### src/rtl/pattern_seq_detect.sv
// Serial pattern detector: compares a valid-qualified bit stream against a
// runtime-loadable masked pattern, with overlap control and a saturating match counter.
module pattern_seq_detect #(
  parameter int unsigned          PAT_W   = 8,
  parameter logic [PAT_W-1:0]     PATTERN = 8'b01101110,
  parameter int unsigned          CNT_W   = 8
) (
  input  logic             clk,
  input  logic             rst,
  input  logic             seed,
  input  logic             seed_valid,
  input  logic             overlap,
  input  logic             pat_load,
  input  logic [PAT_W-1:0] pat_in,
  input  logic [PAT_W-1:0] mask_in,
  input  logic             cnt_clr,
  output logic             o_done,
  output logic [CNT_W-1:0] o_count,
  output logic             o_armed
);

  localparam int unsigned FC_W = $clog2(PAT_W + 1);
  localparam logic [FC_W-1:0]  FC_FULL = FC_W'(PAT_W);
  localparam logic [CNT_W-1:0] CNT_MAX = {CNT_W{1'b1}};

  typedef enum logic {
    FILL  = 1'b0,
    ARMED = 1'b1
  } state_t;

  state_t             state_q, state_d;
  logic [PAT_W-1:0]   sh_q, sh_d;
  logic [FC_W-1:0]    fc_q, fc_d;
  logic [PAT_W-1:0]   pat_q, pat_d;
  logic [PAT_W-1:0]   msk_q, msk_d;
  logic [CNT_W-1:0]   cnt_d;
  logic               done_d;
  logic               armed_d;

  logic [PAT_W-1:0]   sh_shift_c;
  logic [FC_W-1:0]    fc_inc_c;
  logic               hit_c;
  logic               match_c;

  // History after accepting the current bit, and the saturating fill count.
  assign sh_shift_c = {sh_q[PAT_W-2:0], seed};
  assign fc_inc_c   = (fc_q == FC_FULL) ? FC_FULL : fc_q + FC_W'(1);
  assign hit_c      = (fc_inc_c == FC_FULL) && (((sh_shift_c ^ pat_q) & msk_q) == '0);

  // Next-state: load beats accept; a match in non-overlap mode empties the fill count.
  always_comb begin
    state_d = state_q;
    sh_d    = sh_q;
    fc_d    = fc_q;
    pat_d   = pat_q;
    msk_d   = msk_q;
    match_c = 1'b0;
    if (pat_load) begin
      pat_d   = pat_in;
      msk_d   = mask_in;
      sh_d    = '0;
      fc_d    = '0;
      state_d = FILL;
    end else if (seed_valid) begin
      sh_d    = sh_shift_c;
      fc_d    = fc_inc_c;
      state_d = (fc_inc_c == FC_FULL) ? ARMED : FILL;
      if (hit_c) begin
        match_c = 1'b1;
        if (!overlap) begin
          fc_d    = '0;
          state_d = FILL;
        end
      end
    end
  end

  // Counter and registered output values.
  always_comb begin
    cnt_d   = o_count;
    done_d  = match_c;
    armed_d = (fc_d == FC_FULL);
    if (match_c) begin
      if (cnt_clr) begin
        cnt_d = CNT_W'(1);
      end else if (o_count != CNT_MAX) begin
        cnt_d = o_count + CNT_W'(1);
      end
    end else if (cnt_clr) begin
      cnt_d = '0;
    end
  end

  always_ff @(posedge clk) begin
    if (rst) begin
      state_q <= FILL;
      sh_q    <= '0;
      fc_q    <= '0;
      pat_q   <= PATTERN;
      msk_q   <= '1;
      o_done  <= 1'b0;
      o_count <= '0;
      o_armed <= 1'b0;
    end else begin
      state_q <= state_d;
      sh_q    <= sh_d;
      fc_q    <= fc_d;
      pat_q   <= pat_d;
      msk_q   <= msk_d;
      o_done  <= done_d;
      o_count <= cnt_d;
      o_armed <= armed_d;
    end
  end

endmodule
### config.mk
export PLATFORM = sky130hd
export DESIGN_NAME = pattern_seq_detect
export DESIGN_NICKNAME = d
export VERILOG_FILES = /design/src/rtl/pattern_seq_detect.sv
export SDC_FILE = /design/constraint.sdc
export NUM_CORES = 1
export LEC_CHECK = 0
export BUFFER_PORTS_ARGS = -buffer_cell sky130_fd_sc_hd__buf_2
export CORE_AREA = 3 3 70 59
export CTS_BUF_LIST = sky130_fd_sc_hd__clkbuf_8 sky130_fd_sc_hd__clkbuf_16
export CTS_CLUSTER_SIZE = 14
export DETAILED_ROUTE_END_ITERATION = 8
export DIE_AREA = 0 0 73 62
export MAX_ROUTING_LAYER = met4
export PLACE_DENSITY = 0.72
export SLEW_MARGIN = 20
export SYNTH_ARGS = -nofsm -noshare
export SYNTH_HDL_FRONTEND = slang
export SYNTH_SLANG_ARGS = --single-unit
### constraint.sdc
create_clock -name clk -period 1.85 [get_ports clk]
set_clock_uncertainty 0.15 [all_clocks]
set_input_delay 0.4625 -clock clk [delete_from_list [all_inputs] [get_ports clk]]
set_output_delay 0.4625 -clock clk [all_outputs]
set_load 0.02 [all_outputs]
After elaboration in Yosys (flattened, before gate mapping)

Cells that the tools add are included.

Logic and storage cells: 33
Memories kept: 0
Input port bits: 23
Latch bits: 0
Bits in read-only memories: 0
Flip-flop bits (word level): 37
RAM bits: 0

Magnitude comparators: 0
Bitwise gates (word level): 2
Multiplexer cells: 12
Eq/ne operators: 4
Add/sub/neg operators: 2
$mul: 0
Div/mod/pow operators: 0
Reduce and logical (&&, ||, !) cells: 6
Shifts and indexed selects: 0

Operator list:

| cell                                         | count |
|---|---|
| two-way mux 8 bit                            | 4 |
| two-way mux 4 bit                            | 5 |
| == test 4 bit (second input constant)        | 3 |
| adder 8 x 1 -> 8 bit (second input constant) | 1 |
| AND 8 bit                                    | 1 |
| zero test 8 bit                              | 1 |
| != test 8 bit (second input constant)        | 1 |
| XOR 8 bit                                    | 1 |
| adder 4 x 1 -> 4 bit (second input constant) | 1 |
| nonzero test 2 bit                           | 2 |
| two-way mux 1 bit                            | 3 |
| AND reduction 2 bit                          | 1 |
| OR reduction 2 bit                           | 1 |
| logical AND 1 bit                            | 1 |

Logic depth before layout (Yosys ltp)

Depth in word-level cells: 9
Depth in mapped cells: 8

Worst setup path before layout

No wires, ideal clock.

Path kind: input to register
Start point: in seed
End point: reg o_count[3]
Cell stages on the path: 6
Path buffers: 0
Setup time: 0.070 ns
Slack: -0.148 ns
Arrival time: 1.779 ns
Path through: xor2_1 a221o_1 a211oi_2 nand3_2 or3_1 a21oi_1

Cells in the longest elaborated chain, start to end: 9
Elaborated cells between the ends (all ways): 10
Those cells by class: mux: 4; bitwise: 2; reduce/logical: 4

Ends and longest elaborated chain:

| item                                 | RTL line | RTL |
|---|---|---|
| start, declared                      | 10       | `input logic seed,` |
| XOR 8 bit (*)                        | 48       | `assign hit_c = (fc_inc_c == FC_FULL) && (((sh_shift_c ^ pat_q) & msk_q) == '0);` |
| AND 8 bit (*)                        | 48       |  |
| zero test 8 bit (*)                  | 48       |  |
| logical AND 1 bit (*)                | 48       |  |
| two-way mux 1 bit (*)                | 68       | `if (hit_c) begin` |
| two-way mux 1 bit (*)                | 64       | `end else if (seed_valid) begin` |
| two-way mux 1 bit (*)                | 58       | `if (pat_load) begin` |
| nonzero test 2 bit (no source line)  | n/a      |  |
| AND reduction 2 bit (no source line) | n/a      |  |
| end signal, assigned                 | 111      | `o_count <= cnt_d;` |
| end, declared                        | 18       | `output logic [CNT_W-1:0] o_count,` |

Every way passes the cells marked *; elsewhere a longest branch is shown, timed or not.
A chain may end at the register's enable or synchronous reset.

Worst setup path after layout

Start point: reg fc_q[3]
End point: reg o_count[3]

Cells in the longest elaborated chain, start to end: 9
Elaborated cells between the ends (all ways): 11
Those cells by class: add/sub: 1; eq/ne: 2; mux: 5; reduce/logical: 3

Ends and longest elaborated chain:

| item                                                  | RTL line | RTL |
|---|---|---|
| start, declared                                       | 33       | `logic [FC_W-1:0] fc_q, fc_d;` |
| start signal, assigned                                | 98       | `fc_q <= '0;` |
| start signal, assigned                                | 107      | `fc_q <= fc_d;` |
| adder 4 x 1 -> 4 bit or == test 4 bit (tied branches) | 47       | `assign fc_inc_c = (fc_q == FC_FULL) ? FC_FULL : fc_q + FC_W'(1);` |
| two-way mux 4 bit (*)                                 | 47       |  |
| == test 4 bit (*)                                     | n/a      |  |
| logical AND 1 bit (*)                                 | 48       |  |
| two-way mux 1 bit (*)                                 | 68       |  |
| two-way mux 1 bit (*)                                 | 64       |  |
| two-way mux 1 bit (*)                                 | 58       |  |
| nonzero test 2 bit (no source line)                   | n/a      |  |
| AND reduction 2 bit (no source line)                  | n/a      |  |

Marked as above.

==> run_results.csv <==
group,metric,value,unit
sta,whs,0.215,ns
layout,antennaDiodeCount,0,
drt,final_antenna_net_count,0,
outcome,outcome,"finished, violations left",
sta,max_freq,0.533,GHz
yosys,muxShareOfSynthArea,7.87,%
setup_path,required,1.93,ns
yosys,synth.distinct_cells,36,
min_path,min_from,"mask_in[1]",
yosys,yosysWarnings,0,
yosys,synth_xor_area_share,4.72,%
sta,worstMarginPinSlew,0.418,ns
setup_path,r2r_start,"fc_q[3]$_SDFF_PP0_",
drt,dr_total_vias,1469,
clock_tree,clk-insertion-delay-late,0.30,ns
yosys,synthFlopType,"dfxtp_1",
clock_tree,cts_sinks,37,
power_and_ir_drop,power,1.55,mW
sta,fin_crit,1.88,ns
clock_tree,cts_tree,"built",
placement,io_buffer_count,32,
placement,dp_hpwl,2.92,mm
sta,slew_headroom,72.0,%
yosys,synth_fa_ha_area_share,2.25,%
clock_tree,htree_levels,2,
yosys,synthTopCellsByArea,"dfxtp_1, mux2i_1, a211o_1",
power_and_ir_drop,powerDensity,708,nW/um2
drt,viasPerCell,5.48,
grt,first_global_vias,1518,
setup_path,critPathMaxFanout,5,
setup_path,r2r_cells,6,
sta,min_period_over_period,101,%
yosys,yosysMostFrequentCell,"dfxtp_1",
placement,gp_congestion,0.926,
power_and_ir_drop,p_leak,0.933,nW
setup_path,timing.rr.end,"o_count[3]$_SDFFE_PP0P_",
setup_path,worst-r2r-setup-slack,-0.03,ns
grt,grt_pass1_wl,6.70,mm
setup_path,criticalPathCategory,"flip-flop to flip-flop",
floorplanning,die_area,4530,um2
floorplanning,fp.dieW,73,um
drt,drc,0,
yosys,synth-simple-area-share,20.3,%
floorplanning,rows,19,
run,maxCapViolations,0,
layout,area_growth_syn_to_layout,30.8,%
clock_tree,path_clk_slew,0.08,ns
layout,drive_gt1_share,38.5,%
setup_path,crit_path_end_kind,"flip-flop",
power_and_ir_drop,irDropWorstVdd,0.000486,V
yosys,yosys.area.top_type,"dfxtp_1",
grt,antenna_found_initial,0,
clock_tree,clockBufferDepth,2,
drt,drtIter0Drc,72,
yosys,async_flop_share,0,%
yosys,avgSynthCellArea,9.38,um2
grt,overflow,0,
drt,wl_per_cell,14.9,um
yosys,netlist.area_leader.share,44.4,%
floorplanning,core,3450,um2
grt,grt_max_degree,28,
sta,final_hold_viol_count,0,
outcome,violations,"negative setup slack",
grt,grt_usage,20.2,%
setup_path,cp-start-kind,"flip-flop",
drt,firstDrtPassIters,4,
layout,fin_nets,251,
yosys,synth_fp_nets,204,
floorplanning,die_y,62,um
floorplanning,start_util,48.4,%
yosys,seq_area_frac_synth,44.4,%
min_path,hp-class,"input port to flip-flop",
min_path,min_path_cells,2,
min_path,min_to,"msk_q[1]$_SDFFE_PP1P_",
clock_tree,clock-root-buffer,"clkbuf_8",
yosys,synthTopCellsByCount,"dfxtp_1, nor2_1, nor2b_1, a211o_1, mux2i_1",
sta,worst_slack,-0.0276,ns
sta,rsz0062_at_grt,"true",
setup_path,arrival,1.96,ns
yosys,synth_compound_area_share,17.2,%
drt,drt_wl_total,4.01,mm
yosys,netlist_instances,178,
yosys,syn_area,1670,um2
yosys,ys_ff_latch,37,
sta,setup_viol,3,
yosys,synth_edf_count,0,
sta,slew_viol_final,0,
yosys,synth_top_family_by_area,"simple AND/OR/NAND/NOR gates",
clock_tree,cts_made_buffers,5,
floorplanning,io_pins,33,
-- critical path, stage by stage (launching register included) --
cell and delay [ns]:
dfxtp_2 0.37, a21boi_0 0.20, o211ai_1 0.20, a211oi_4 0.28, nand3_2 0.13, or3_4 0.38, a21oi_2 0.11
-- layer usage --
metal | track usage, % | routed length [um] | vias to the layer above
met5 | - | 0 | -
met4 | 11.8 | 81 | 0
met3 | 6.75 | 180 | 9
met2 | 31.8 | 1960 | 32
met1 | 22.5 | 1780 | 694
li1 | - | - | 734
-- metrics by stage --
step                TNS, ns  instances  cell area [um2]  setup slack (ns)  util [%]
floorplan            -0.106        178             1670           -0.0503         -
detailed placement    -1.97        258             1950            -0.301      56.6
global route         -0.672        268             2180            -0.121      63.3
global placement      -1.59        258             1950            -0.256      56.6
finish              -0.0511        268             2180           -0.0276      63.3
CTS                 -0.0101        267             2110           -0.0101      61.1
-- final cells by class --
| type | instances | area, um2 |
|---|---|---|
| multi-input combinational | 128 | 988 |
| fill | 290 | 1260 |
| sequential | 37 | 749 |
| inverter | 5 | 21.3 |
| timing repair buffer | 48 | 284 |
| clock inverter | 3 | 18.8 |
| clock buffer | 5 | 68.8 |
| tap | 42 | 52.6 |
-- power by group --
group          total (mW)  switching (mW)  leakage (nW)  internal, mW
clock               0.551           0.291        0.0416         0.260
combinational       0.155          0.0751         0.586        0.0799
sequential          0.840          0.0180         0.305         0.822
-- registers in the layout (all words and copies together) (netlist names) --
name     cells
o_count      8
o_armed      1
fc_q         4
sh_q         7
msk_q        8
pat_q        8
o_done       1
-- worst max-delay path by stage --
stage               slack (ns)                 endpoint                  start  depth (start not counted)
global placement         -0.26  o_count[7]$_SDFFE_PP0P_                   seed                          7
floorplan                -0.05  o_count[7]$_SDFFE_PP0P_                   seed                          7
global route             -0.12  o_count[3]$_SDFFE_PP0P_  pat_q[0]$_SDFFE_PP0P_                          6
detailed placement       -0.30  o_count[4]$_SDFFE_PP0P_                   seed                          7
finish                   -0.03  o_count[3]$_SDFFE_PP0P_     fc_q[3]$_SDFF_PP0_                          6
CTS                      -0.01  o_count[3]$_SDFFE_PP0P_  pat_q[0]$_SDFFE_PP0P_                          6
-- cells by family after synthesis --
logic type	count (synthesis)
AND/OR/NAND/NOR	64
flip-flops	37
AO/OA/AOI/OAI	39
multiplexers	13
buffers and inverters	13
XOR/XNOR	9
adder cells (fa/ha/maj)	3
-- placed cells by master, fill, tap and decap left out, types with 3 or more instances in the layout --
master    count
a211o_1      13
a21oi_1       5
a21oi_2       4
and3_4        4
buf_2        32
buf_4        15
clkbuf_8      5
dfxtp_1      32
dfxtp_2       4
inv_1         5
mux2i_1      12
nand2_1       4
nand3_1       3
nor2_1       20
nor2b_1      14
nor3_1        3
xor2_1        9
-- timing repair --
action	in CTS	in global routing
gates resized for setup	16	20
cloned	0	0
pin swaps	6	8
setup buffers	2	1
hold buffers	0	0
setup endpoints to repair	9	8
(Power assumes the default switching activity.)
